===== config.mk =====
export PLATFORM = sky130hd
export DESIGN_NAME = fft_layer_sequencer
export DESIGN_NICKNAME = d
export VERILOG_FILES = /design/src/rtl/fft_layer_sequencer.sv
export SDC_FILE = /design/constraint.sdc
export NUM_CORES = 1
export LEC_CHECK = 0
export ABC_AREA = 1
export BUFFER_PORTS_ARGS = -buffer_cell sky130_fd_sc_hd__buf_4
export CAP_MARGIN = 30
export CORE_AREA = 10 10 65 67
export DETAILED_ROUTE_END_ITERATION = 12
export DIE_AREA = 0 0 75 77
export GPL_ROUTABILITY_DRIVEN = 1
export REMOVE_ABC_BUFFERS = 1
export SKIP_LAST_GASP = 1
export SLEW_MARGIN = 20
export SYNTH_ARGS = -nofsm -noshare
export SYNTH_HDL_FRONTEND = slang
export SYNTH_SLANG_ARGS = --single-unit

===== constraint.sdc =====
create_clock -name i_CLK -period 2.2 [get_ports i_CLK]
set_input_delay 0.44 -clock i_CLK [delete_from_list [all_inputs] [get_ports i_CLK]]
set_output_delay 0.44 -clock i_CLK [all_outputs]
set_load 0.03 [all_outputs]

===== src/rtl/fft_layer_sequencer.sv =====
// Sequences scramble + radix-2 FFT layers over the shared RAM/ROM bus, with a drain gap per layer.
// Outputs decode from registered state only (one-cycle response to start/done); no backpressure, i_start is ignored while busy.
module fft_layer_sequencer #(
    parameter int NUM_LAYERS   = 4,
    parameter int SEL_SIZE     = $clog2(NUM_LAYERS),
    parameter int DRAIN_CYCLES = 3,
    parameter int TIMER_SIZE   = 10
) (
    input  logic                  i_CLK,
    input  logic                  i_RST,
    input  logic                  i_start,
    input  logic [NUM_LAYERS-1:0] i_layer_done,
    output logic [SEL_SIZE-1:0]   o_layer_sel,
    output logic [NUM_LAYERS-1:0] o_cs,
    output logic                  o_bus_grant,
    output logic                  o_busy,
    output logic                  o_done,
    output logic [TIMER_SIZE-1:0] o_cycles
);

    localparam int                  CNT_W      = (DRAIN_CYCLES > 0) ? $clog2(DRAIN_CYCLES + 1) : 1;
    localparam bit                  HAS_DRAIN  = (DRAIN_CYCLES > 0);
    localparam logic [SEL_SIZE-1:0] LAST_SEL   = SEL_SIZE'(NUM_LAYERS - 1);
    localparam logic [CNT_W-1:0]    DRAIN_LOAD = CNT_W'(DRAIN_CYCLES);

    typedef enum logic [1:0] {
        S_IDLE,
        S_RUN,
        S_DRAIN,
        S_FINISH
    } state_t;

    state_t                state_q, state_d;
    logic [SEL_SIZE-1:0]   sel_q, sel_d;
    logic [CNT_W-1:0]      cnt_q, cnt_d;
    logic [TIMER_SIZE-1:0] cycles_q, cycles_d;
    logic [TIMER_SIZE-1:0] cycles_inc;
    logic                  layer_done;

    // Only the owning layer's flag matters; a stale flag from the previous index is masked by the new sel.
    assign layer_done = i_layer_done[sel_q];
    assign cycles_inc = (&cycles_q) ? cycles_q : cycles_q + 1'b1;

    always_ff @(posedge i_CLK or posedge i_RST) begin
        if (i_RST) begin
            state_q  <= S_IDLE;
            sel_q    <= '0;
            cnt_q    <= '0;
            cycles_q <= '0;
        end else begin
            state_q  <= state_d;
            sel_q    <= sel_d;
            cnt_q    <= cnt_d;
            cycles_q <= cycles_d;
        end
    end

    always_comb begin
        state_d  = state_q;
        sel_d    = sel_q;
        cnt_d    = cnt_q;
        cycles_d = cycles_q;
        unique case (state_q)
            S_IDLE: begin
                if (i_start) begin
                    state_d  = S_RUN;
                    sel_d    = '0;
                    cycles_d = '0;
                end
            end
            S_RUN: begin
                cycles_d = cycles_inc;
                if (layer_done) begin
                    if (HAS_DRAIN) begin
                        state_d = S_DRAIN;
                        cnt_d   = DRAIN_LOAD;
                    end else if (sel_q == LAST_SEL) begin
                        state_d = S_FINISH;
                    end else begin
                        sel_d = sel_q + 1'b1;
                    end
                end
            end
            S_DRAIN: begin
                cycles_d = cycles_inc;
                cnt_d    = cnt_q - 1'b1;
                if (cnt_q == CNT_W'(1)) begin
                    if (sel_q == LAST_SEL) begin
                        state_d = S_FINISH;
                    end else begin
                        state_d = S_RUN;
                        sel_d   = sel_q + 1'b1;
                    end
                end
            end
            S_FINISH: begin
                state_d = S_IDLE;
            end
            default: begin
                state_d = S_IDLE;
            end
        endcase
    end

    always_comb begin
        o_layer_sel = sel_q;
        o_cycles    = cycles_q;
        o_bus_grant = (state_q == S_RUN);
        o_busy      = (state_q != S_IDLE);
        o_done      = (state_q == S_FINISH);
        o_cs        = '0;
        if (state_q == S_RUN) begin
            o_cs = NUM_LAYERS'(1) << sel_q;
        end
    end

endmodule


Word level (Yosys, flattened, before mapping)
Cells that the tools add are included.
Widths: inputs -> output; s select.
{"block": "word_totals", "input_bits": 7, "word_cells": 47, "register_bits": 16}
{"block": "classes", "n_reduce_logical": 11, "shifts": 1, "n_eq_ne": 10, "magnitude_cmp": 1, "muxes": 17, "n_addsub": 3}
{"op": "$mux 10", "n": 2}
{"op": "$pmux 10 s2", "n": 1}
{"op": "$mux 2", "n": 8}
{"op": "$add 10x1->10 const B", "n": 1}
{"op": "$reduce_and 10->1", "n": 1}
{"op": "$ne 2x2->1 const B", "n": 4}
{"op": "$pmux 2 s2", "n": 2}
{"op": "$pmux 2 s4", "n": 1}
{"op": "$reduce_bool 2->1", "n": 4}
{"op": "$eq 2x2->1 const B", "n": 3}
{"op": "$reduce_and 3->1", "n": 2}
{"op": "$eq 2x1->1 const B", "n": 2}
{"op": "$mux 4", "n": 1}
{"op": "$reduce_and 4->1", "n": 1}
{"op": "$shl 1x2->4 const A", "n": 1}
{"op": "$lt 2x3->1 const B", "n": 1}
{"op": "$add 2x1->2 const B", "n": 1}
{"op": "$bmux 1 s2", "n": 1}
{"op": "$logic_not 2->1", "n": 1}
{"op": "$ne 2x1->1 const B", "n": 1}
{"op": "$reduce_and 2->1", "n": 1}
{"op": "$reduce_or 2->1", "n": 1}
{"op": "$sub 2x1->2 const B", "n": 1}
{"op": "$mux 1", "n": 1}

Longest topological paths before layout
Gate-level depths: netlist of run 1.
{"block": "logic_depth", "word_depth": 4, "depth_mapped": 10}

Worst setup path before layout of run 1
Ideal clock, no wire load.
{"block": "synth_path", "path_type": "register -> output", "from": "reg state_q[1]", "to": "out o_cs[0]", "slack_ps": 543, "n_path_buf": 0, "arrival_time_ps": 1217, "path_stages_with_launch": 5, "path_cell_list": "dfrtp_1 -> inv_1 -> ha_1 -> nand2_1 -> inv_1"}
{"block": "synth_via", "elab_chain_cells": 2}
{"element": "start, declared", "line_no": "33", "rtl": "state_t state_q, state_d;"}
{"element": "start signal, assigned", "line_no": "51", "rtl": "state_q <= state_d;"}
{"element": "$eq 2x1->1"}
{"element": "net o_bus_grant", "line_no": "15", "rtl": "output logic o_bus_grant,"}
{"element": "$mux 4", "line_no": "112", "rtl": "if (state_q == S_RUN) begin"}
{"element": "end, declared", "line_no": "14", "rtl": "output logic [NUM_LAYERS-1:0] o_cs,"}
The timed path passes the listed nets, and every way through them passes these cells.

Worst setup path after layout of run 1
{"block": "layout_path", "from": "reg state_q[0]", "to": "reg cycles_q[5] (netlist: o_cycles[5])"}
{"block": "layout_via", "elab_chain_cells": 4, "word_cells_on_any_way": 9, "cone_classes": "eq/ne: 4; mux: 1; reduce/logical: 4"}
{"element": "$eq 2x1->1 / $eq 2x2->1 (equally long branches)", "line_no": "63", "rtl": "unique case (state_q)"}
{"element": "$reduce_or 2->1 (no source line)"}
{"element": "$ne 2x2->1 (no source line) / $reduce_bool 2->1 (equally long branches)"}
{"element": "$reduce_and 3->1 (no source line)"}
{"element": "end signal, assigned", "line_no": "54", "rtl": "cycles_q <= cycles_d;"}
{"element": "end, declared", "line_no": "36", "rtl": "logic [TIMER_SIZE-1:0] cycles_q, cycles_d;"}
Parallel ways exist; a longest one is shown, timed or not.
A chain may end at the register's enable or synchronous reset.

==> results of run 1 <==
-- critical path: stages, from the launching register on --
cell	delay (ns)
dfrtp_1	0.43
inv_1	0.09
ha_1	0.51
inv_1	0.10
nor2_1	0.15
nand3_2	0.10
nand2_2	0.21
inv_2	0.11
nand2_1	0.11
a21oi_2	0.05
-- registers in the layout (all words and copies together) (netlist names) --
register / count
cnt_q: 2
state_q: 2
o_cycles: 10
o_layer_sel: 2
-- logic make-up after synthesis --
logic type                 Yosys count  synth area share, %
xor gates and xnor gates             1               0.7779
and+or+nand+nor                     76                29.22
adders and majority gates           10                11.11
DFF                                 16                35.56
buffers and inverters               30                11.89
AOI/OAI and AO/OA                   21                11.44
-- cell type report --
cell class	instances	area, µm²	share of cell area, %
timing repair buffer	25	187.7	13.95
multi-input combinational	108	591.8	44.00
clock buffer	3	22.52	1.674
sequential	16	400.4	29.77
tap	33	41.29	3.070
inverter	27	101.3	7.535
-- layer usage --
| metal | global-route usage (%) | share of wire [%] | routed length [µm] | up-vias |
|---|---|---|---|---|
| li1 | - | - | - | 533 |
| met1 | 10.46 | 42 | 1092 | 499 |
| met2 | 15.71 | 47 | 1213 | 41 |
| met3 | 2.960 | 11 | 281 | 2 |
| met4 | 3.409 | 0.65 | 17 | 0 |
| met5 | 0 | 0 | 0 | - |
-- final timing paths --
kind | cells past startpoint | endpoint | start
setup / recovery | 9 | o_cycles[5]$_DFFE_PP0P_ | state_q[0]$_DFFE_PP0P_
hold / removal | 2 | o_layer_sel[0]$_DFFE_PP0P_ | i_RST
setup reg to reg | 9 | o_cycles[5]$_DFFE_PP0P_ | state_q[0]$_DFFE_PP0P_
hold reg to reg | 2 | cnt_q[1]$_DFFE_PP0P_ | cnt_q[1]$_DFFE_PP0P_
max in group asynchronous | 2 | state_q[1]$_DFFE_PP0P_ | i_RST
min in group i_CLK | 2 | cnt_q[1]$_DFFE_PP0P_ | cnt_q[1]$_DFFE_PP0P_
-- power by group through the flow --
stage / clock network, mW / registers, mW / logic, mW
6_report: 0.149 / 0.448 / 0.976
5_1_grt: 0.170 / 0.462 / 1.10
4_1_cts: 0.155 / 0.447 / 0.985
3_5_place_dp: 0 / 0.451 / 0.982
3_3_place_gp: 0 / 0.447 / 0.961
2_1_floorplan: 0 / 0.497 / 0.657
-- cell usage in the layout, fill, tap and decap left out, drive strengths merged --
cell type | netlist | layout
xnor2 | 1 | 1
nand2 | 48 | 48
nand3 | 13 | 13
buf | 2 | 25
a21oi | 10 | 10
clkbuf | 1 | 3
ha | 10 | 10
nand4 | 4 | 4
o21ai | 9 | 9
o21a | 1 | 1
dfrtp | 16 | 16
inv | 27 | 27
nor2 | 11 | 11
o21bai | 1 | 1
==> results.py, run 1 <==
metrics = {
    "power": {
        "powerDensity_nw_per_um2": 1169,
        "switching_share_pct": 52.55,
        "combPwrFrac_pct": 62.1,
        "p_seq_share_pct": 28.5,
        "power_mw": 1.572,
        "clkPwrFrac_pct": 9.4,
        "vdd_drop_max_uv": 449.8,
        "p_leak_nw": 0.7183,
        "power.internal_uw": 746.0,
        "p_sw_uw": 826.3,
    },
    "cells_and_area": {
        "stdcell_count": 212,
        "n_fill_cell": 298,
        "syn_to_final_growth_pct": 19.44,
        "final_layout_size_suffix_gt1_share_pct": 21.23,
        "num_antenna_cells": 0,
        "nets": 198,
        "utilization_pct": 45.17,
        "design_area_um2": 1345,
    },
    "cts": {
        "clkTransAtPathRegs_ns": 0.09,
        "cts_resized": 0,
        "h-tree-depth": 1,
        "cts_post_setup_buffers_inserted": 0,
        "clockBufferDepth": 2,
        "insertion_delay_ns": 0.28,
        "cts_sinks": 16,
        "cts_tree": "done",
        "cts_buffers": 3,
        "clk_root_buffer_cell": "clkbuf_4",
        "holdBufCountCts": 0,
    },
    "global_routing": {
        "grt_pass1_wl_um": 4498,
        "grt_util_all_layers_pct": 9.314,
        "grt_overflow": 0,
        "antenna_found_initial": 0,
        "grt_pass1_vias": 1051,
        "grt_max_degree": 17,
    },
    "sta": {
        "rsz0062_at_grt": "no",
        "slew_headroom_pct": 58.90,
        "post-route-period-util_pct": 89.71,
        "timing.fmax_ghz": 0.5067,
        "fin_tns_setup_ns": 0,
        "worst_pin_slew_ns": 0.6158,
        "layout_setup_ws_ns": 0.2265,
        "finClkSkew_ns": 0.003679,
        "hold-worst-slack_ns": 0.2339,
        "finalHoldViolCount": 0,
        "report.final.setup_viol": 0,
        "maxSlewViolCount": 0,
        "period_minus_slack_ns": 1.974,
    },
    "die": {
        "core_area_um2": 2978,
        "chipHeight_um": 77,
        "initial_core_util_pct": 37.82,
        "rows": 20,
        "die_w_um": 75,
        "die_area_um2": 5775,
        "top_level_ports": 26,
    },
    "flow_run": {
        "maxCapViolations": 0,
    },
    "place": {
        "place_inst": 209,
        "dp_hpwl_um": 2074,
        "dpl_cell_area_um2": 1323,
        "gp_congestion": 0.8711,
        "io_buffers": 25,
        "post-place-ws_ns": 0.2645,
    },
    "synth": {
        "synth_warnings": 0,
        "synth.most_common_cell": "nand2_1",
        "syn_avg_cell_area_um2": 7.312,
        "async_flop_share_pct": 100.0,
        "ys_types": 21,
        "seq_area_frac_synth_pct": 35.56,
        "synth_area_leader_cell": "dfrtp_1",
        "syn_area_um2": 1126,
        "synth_cells": 154,
        "synth_area_leaders": "dfrtp_1 36%, nand2_1 15%, ha_1 11%",
        "yosys-top-cells-count": "46 x nand2_1, 26 x inv_1, 16 x dfrtp_1, 12 x nand3_1",
        "synth_seq_cells": 16,
        "yosysTopAreaCellShare_pct": 35.56,
        "ys.flop_type": "dfrtp_1",
        "synth_edf_count": 0,
    },
    "worst_setup_path": {
        "cp.required_ns": 2.37,
        "critPathKind": "reg -> reg",
        "end_kind": "flop",
        "arrival_ns": 2.14,
        "r2r_slack_ns": 0.23,
        "cp_max_fo": 12,
        "cp-start-kind": "flop",
    },
    "detailed_routing": {
        "first_pass_iters": 4,
        "num_vias": 1075,
        "drc": 0,
        "wire_per_inst_um": 12.28,
        "viasPerCell": 5.071,
        "routed_wl_um": 2604,
        "drtIter0Drc": 49,
        "postRouteAntennaNets": 0,
    },
    "outcome": {
        "status": "complete, no violations",
    },
    "min_path": {
        "min_path_type": "in -> async",
    },
}
Note: power is estimated with default switching activity, not from simulation.
==> inputs of run 2 (changes only) <==
--- a/config.mk
+++ b/config.mk
@@ -8,9 +8,9 @@
 export ABC_AREA = 1
 export BUFFER_PORTS_ARGS = -buffer_cell sky130_fd_sc_hd__buf_4
 export CAP_MARGIN = 30
-export CORE_AREA = 10 10 65 67
+export CORE_AREA = 10 10 60 72
 export DETAILED_ROUTE_END_ITERATION = 12
-export DIE_AREA = 0 0 75 77
+export DIE_AREA = 0 0 70 82
 export GPL_ROUTABILITY_DRIVEN = 1
 export REMOVE_ABC_BUFFERS = 1
 export SKIP_LAST_GASP = 1
==> run 2 against run 1 <==
  * Via count shrank 1.0%
  * Sequential power is essentially flat
  * Clock skew grew 0.0018 ns
  * Core utilization grew 0.75 points
  * Global-route usage grew 0.61 points
  * Combinational power grew 2%
  * Clock power grew 32%
==> results.py, run 2 (synthesis results as in run 1) <==
metrics = {
    "outcome": {
        "status": "complete, no violations",
    },
    "cells_and_area": {
        "layout_commonest_cell": "nand2_1",
        "syn_to_final_growth_pct": 21.22,
        "largest_register_ff_count": 10,
        "layout_common_cells": "46 x nand2_1, 26 x inv_1, 25 x buf_4",
        "multiInputGateArea_um2": 594.3,
        "regArea_um2": 400.4,
        "n_fill_cell": 314,
        "final_layout_size_suffix_gt1_share_pct": 22.22,
        "nets": 198,
        "num_antenna_cells": 0,
    },
    "worst_setup_path": {
        "cp_max_fo": 8,
        "cp-start-kind": "flop",
        "r2r_slack_ns": 0.33,
        "reg2reg_to": "o_cycles[0]$_DFFE_PP0P_",
        "end_kind": "primary output",
        "endpoint": "o_cs[2]",
        "crit-reg2reg-launch": "state_q[0]$_DFFE_PP0P_",
        "crit_start": "state_q[1]$_DFFE_PP0P_",
        "rr_worst_depth": 9,
        "crit_chain": "inv_1 -> ha_1 -> nand2_1 -> inv_1 -> buf_4",
        "critPathKind": "reg -> out",
        "arrival_ns": 1.44,
        "path_common_cell": "inv_1",
        "cp_slowest_cell": "dfrtp_1",
        "max_stage_delay_ns": 0.42,
        "cp.required_ns": 1.76,
    },
    "power": {
        "powerDensity_nw_per_um2": 1197,
        "p_leak_nw": 0.7242,
        "vdd_drop_max_uv": 668.4,
    },
    "flow_run": {
        "maxCapViolations": 0,
    },
    "die": {
        "chipHeight_um": 82,
        "rows": 22,
        "top_level_ports": 26,
        "core_area_um2": 2973,
        "die_area_um2": 5740,
        "die_w_um": 70,
        "initial_core_util_pct": 37.88,
    },
    "global_routing": {
        "grt_util_all_layers_pct": 9.925,
        "grt_use_met1_pct": 10.93,
        "antenna_found_initial": 0,
        "grt_max_degree": 17,
        "top_usage_layer": "met2",
        "use_met3_pct": 3.016,
        "grt_pass1_wl_um": 4836,
        "met2_usage_pct": 17.70,
        "grt_overflow": 0,
        "grt_pass1_vias": 1087,
    },
    "cts": {
        "cts_tree": "done",
        "cts_buffers": 3,
        "clockBufferDepth": 2,
        "holdBufCountCts": 0,
        "h-tree-depth": 1,
        "insertion_delay_ns": 0.29,
        "clkTransAtPathRegs_ns": 0.10,
        "cts_sinks": 16,
        "clk_root_buffer_cell": "clkbuf_4",
    },
    "sta": {
        "timing.fmax_ghz": 0.5322,
        "layout_setup_ws_ns": 0.3211,
        "period_minus_slack_ns": 1.879,
        "finClkSkew_ns": 0.005468,
        "maxSlewViolCount": 0,
        "finalHoldViolCount": 0,
        "worst_pin_slew_ns": 0.5891,
        "post-route-period-util_pct": 85.40,
        "fin_tns_setup_ns": 0,
        "slew_headroom_pct": 60.68,
        "rsz0062_at_grt": "no",
        "report.final.setup_viol": 0,
    },
    "min_path": {
        "min_path_type": "in -> async",
    },
    "place": {
        "dp_hpwl_um": 2183,
        "post-place-ws_ns": 0.2462,
        "gp_congestion": 0.8840,
        "io_buffers": 25,
    },
    "detailed_routing": {
        "drc": 0,
        "postRouteAntennaNets": 0,
        "viasPerCell": 4.926,
        "routed_wl_um": 2678,
        "num_vias": 1064,
        "drtIter0Drc": 65,
        "wire_per_inst_um": 12.40,
        "first_pass_iters": 4,
    },
}
==> run 2: changes by cell type in the layout (fill, tap and decap cells not counted) <==
| cell | delta |
|---|---|
| ha_1 | -1 |
| ha_2 | +1 |
| clkbuf_8 | +1 |
==> run 2: final cells by class <==
type,instances,area share (%)
Sequential cell,16,29.33
Inverter,27,7.424
Timing Repair Buffer,25,13.75
Tap cell,36,3.300
Multi-Input combinational cell,108,43.54
Clock buffer,4,2.658
==> run 2: where the power goes <==
part	total (mW)	leakage [nW]	switching, mW	internal [mW]
Clock	0.196	0.0210	0.0950	0.101
Combinational	0.993	0.493	0.664	0.329
Sequential	0.446	0.210	0.0833	0.362
Total	1.63	0.724	0.842	0.792
==> run 2: repair_timing <==
action / CTS / global route
setup endpoints to repair: 0 / 4
setup buffers: 0 / 0
gates resized for setup: 0 / 1
==> run 2: how the worst min path moves through the flow <==
stage	slack (ns)	cells after the start	to
after global routing	0.27	2	cnt_q[0]$_DFFE_PP0P_
after floorplan	0.35	1	cnt_q[0]$_DFFE_PP0P_
after detailed placement	0.49	2	cnt_q[1]$_DFFE_PP0P_
after global placement	0.50	2	cnt_q[1]$_DFFE_PP0P_
final	0.21	2	cnt_q[0]$_DFFE_PP0P_
after CTS	0.24	2	cnt_q[0]$_DFFE_PP0P_
==> run 2: metrics by stage <==
step                      area (µm²)  hold slack [ns]  std cells  util [%]  power (mW)
after floorplan                 1094           0.3537        151         -       1.154
final                           1365           0.2054        216     45.92       1.634
after global placement          1326           0.4970        212     44.61       1.420
after detailed placement        1326           0.4903        212     44.61       1.439
after CTS                       1363           0.2424        216     45.83       1.636
after global routing            1365           0.2732        216     45.92       1.804
==> run 2: per-layer routing <==
layer / wire (µm) / share of wire [%]
met2: 1337 / 50
met4: 35 / 1.3
met3: 181 / 6.8
met1: 1124 / 42
met5: 0 / 0
==> run 2: critical path: cells and delay by family (launching register included) <==
kind,cells,cell delay [ns]
DFF,1,0.42
buffers and inverters,3,0.32
adders and majority gates,1,0.31
and+or+nand+nor,1,0.10
==> inputs of run 3 (changes only) <==
--- a/config.mk
+++ b/config.mk
@@ -12,7 +12,7 @@
 export DETAILED_ROUTE_END_ITERATION = 12
 export DIE_AREA = 0 0 70 82
 export GPL_ROUTABILITY_DRIVEN = 1
-export REMOVE_ABC_BUFFERS = 1
+export SKIP_CTS_REPAIR_TIMING = 1
 export SKIP_LAST_GASP = 1
 export SLEW_MARGIN = 20
 export SYNTH_ARGS = -nofsm -noshare
==> run 3 against run 2 <==
  * Sequential cell count is the same
  * Die area is the same
  * Register-to-register slack lost 0.07 ns
  * Global-route usage shrank 0.65 points
  * Sequential power is essentially flat
  * Routed wire length shrank 4.8%
  * Core utilization shrank 0.084 points
  * First-iteration DRC count shrank 55%
  * Count of clock-buffer cells in the layout is the same
  * Critical path depth grew 4
  * Setup slack lost 0.061 ns
  * Cell area shrank 0.18%
  * Critical endpoint is now o_cycles[0]$_DFFE_PP0P_
  * Largest power group unchanged
==> results.py, run 3 (synthesis results as in run 1) <==
metrics = {
    "die": {
        "die_area_um2": 5740,
        "core_area_um2": 2973,
        "die_w_um": 70,
        "rows": 22,
        "top_level_ports": 26,
        "initial_core_util_pct": 37.88,
        "chipHeight_um": 82,
    },
    "worst_setup_path": {
        "path_common_cell": "inv_1",
        "rr_worst_depth": 9,
        "critPathKind": "reg -> reg",
        "cp_max_fo": 12,
        "max_stage_delay_ns": 0.50,
        "arrival_ns": 2.13,
        "cp.depth": 9,
        "cp_slowest_cell": "ha_1",
        "crit_chain": "inv_1 -> ha_1 -> inv_1 -> nor2_1 -> nand3_2 -> nand2_2 -> inv_2 -> nand3_1 -> o21ai_1",
        "r2r_slack_ns": 0.26,
        "cp-start-kind": "flop",
        "cpLargestDelayFamily": "simple AND/OR/NAND/NOR gates",
        "reg2reg_to": "o_cycles[0]$_DFFE_PP0P_",
        "cp.required_ns": 2.39,
        "crit-reg2reg-launch": "state_q[0]$_DFFE_PP0P_",
        "end_kind": "flop",
        "critical_path_buf_inv_count": 3,
    },
    "cts": {
        "h-tree-depth": 1,
        "clkTransAtPathRegs_ns": 0.09,
        "clk_root_buffer_cell": "clkbuf_4",
        "cts_tree": "done",
        "insertion_delay_ns": 0.29,
        "clockBufferDepth": 2,
        "cts_buffers": 3,
        "cts_sinks": 16,
    },
    "flow_run": {
        "maxCapViolations": 0,
    },
    "detailed_routing": {
        "viasPerCell": 4.801,
        "num_vias": 1037,
        "drtIter0Drc": 29,
        "postRouteAntennaNets": 0,
        "drc": 0,
        "first_pass_iters": 4,
        "wire_per_inst_um": 11.80,
        "routed_wl_um": 2549,
    },
    "cells_and_area": {
        "design_area_um2": 1363,
        "nets": 198,
        "utilization_pct": 45.83,
        "syn_to_final_growth_pct": 21.00,
        "final_layout_size_suffix_gt1_share_pct": 21.67,
        "layout_commonest_cell": "nand2_1",
        "largest_register_ff_count": 10,
        "n_fill_cell": 329,
        "stdcell_count": 216,
        "num_antenna_cells": 0,
        "layout_common_cells": "46 x nand2_1, 26 x inv_1, 25 x buf_4",
    },
    "power": {
        "powerDensity_nw_per_um2": 1185,
        "p_leak_nw": 0.7255,
        "power_mw": 1.615,
        "vdd_drop_max_uv": 461.1,
    },
    "synth": {
        "synth_nets": 171,
    },
    "outcome": {
        "status": "complete, no violations",
    },
    "sta": {
        "finClkSkew_ns": 0.001160,
        "hold-worst-slack_ns": 0.2132,
        "fin_tns_setup_ns": 0,
        "maxSlewViolCount": 0,
        "rsz0062_at_grt": "no",
        "period_minus_slack_ns": 1.940,
        "finalHoldViolCount": 0,
        "timing.fmax_ghz": 0.5156,
        "worst_pin_slew_ns": 0.6009,
        "layout_setup_ws_ns": 0.2604,
        "report.final.setup_viol": 0,
        "slew_headroom_pct": 59.89,
        "post-route-period-util_pct": 88.16,
    },
    "place": {
        "dp_hpwl_um": 2091,
        "dpl_cell_area_um2": 1326,
        "place_inst": 212,
        "post-place-ws_ns": 0.2689,
        "io_buffers": 25,
        "gp_congestion": 0.8468,
    },
    "global_routing": {
        "grt_pass1_vias": 1086,
        "antenna_found_initial": 0,
        "grt_max_degree": 17,
        "grt_pass1_wl_um": 4574,
        "grt_overflow": 0,
        "grt_util_all_layers_pct": 9.276,
    },
    "min_path": {
        "min_path_type": "in -> async",
    },
}
-- run 3: layout make-up --
cell class              count  area [µm²]  area share [%]
repair buffers             25       187.7           13.77
multi-input cells         108       591.8           43.43
clock buffers               4       36.28           2.663
inverters                  27       101.3           7.438
flip-flops and latches     16       400.4           29.38
well taps                  36       45.04           3.306
-- run 3: how the worst max path moves through the flow --
stage	slack [ns]	from	to
2_1_floorplan	0.54	state_q[1]$_DFFE_PP0P_	o_cs[0]
3_3_place_gp	0.35	state_q[0]$_DFFE_PP0P_	o_cycles[0]$_DFFE_PP0P_
3_5_place_dp	0.27	state_q[0]$_DFFE_PP0P_	o_cycles[8]$_DFFE_PP0P_
4_1_cts	0.26	state_q[0]$_DFFE_PP0P_	o_cycles[0]$_DFFE_PP0P_
5_1_grt	0.07	state_q[0]$_DFFE_PP0P_	o_cycles[0]$_DFFE_PP0P_
6_report	0.26	state_q[0]$_DFFE_PP0P_	o_cycles[0]$_DFFE_PP0P_
-- run 3: report_power, final --
part           switching, mW  total, mW  internal [mW]
sequential            0.0819      0.444          0.363
combinational          0.656      0.974          0.318
clock                 0.0961      0.197          0.101
total                  0.834       1.62          0.781
-- run 3: metal layers --
metal,wire length [µm],GRT usage [%]
met3,154,3.136
met5,0,0
met4,23,2.767
met1,1068,9.199
met2,1303,17.97
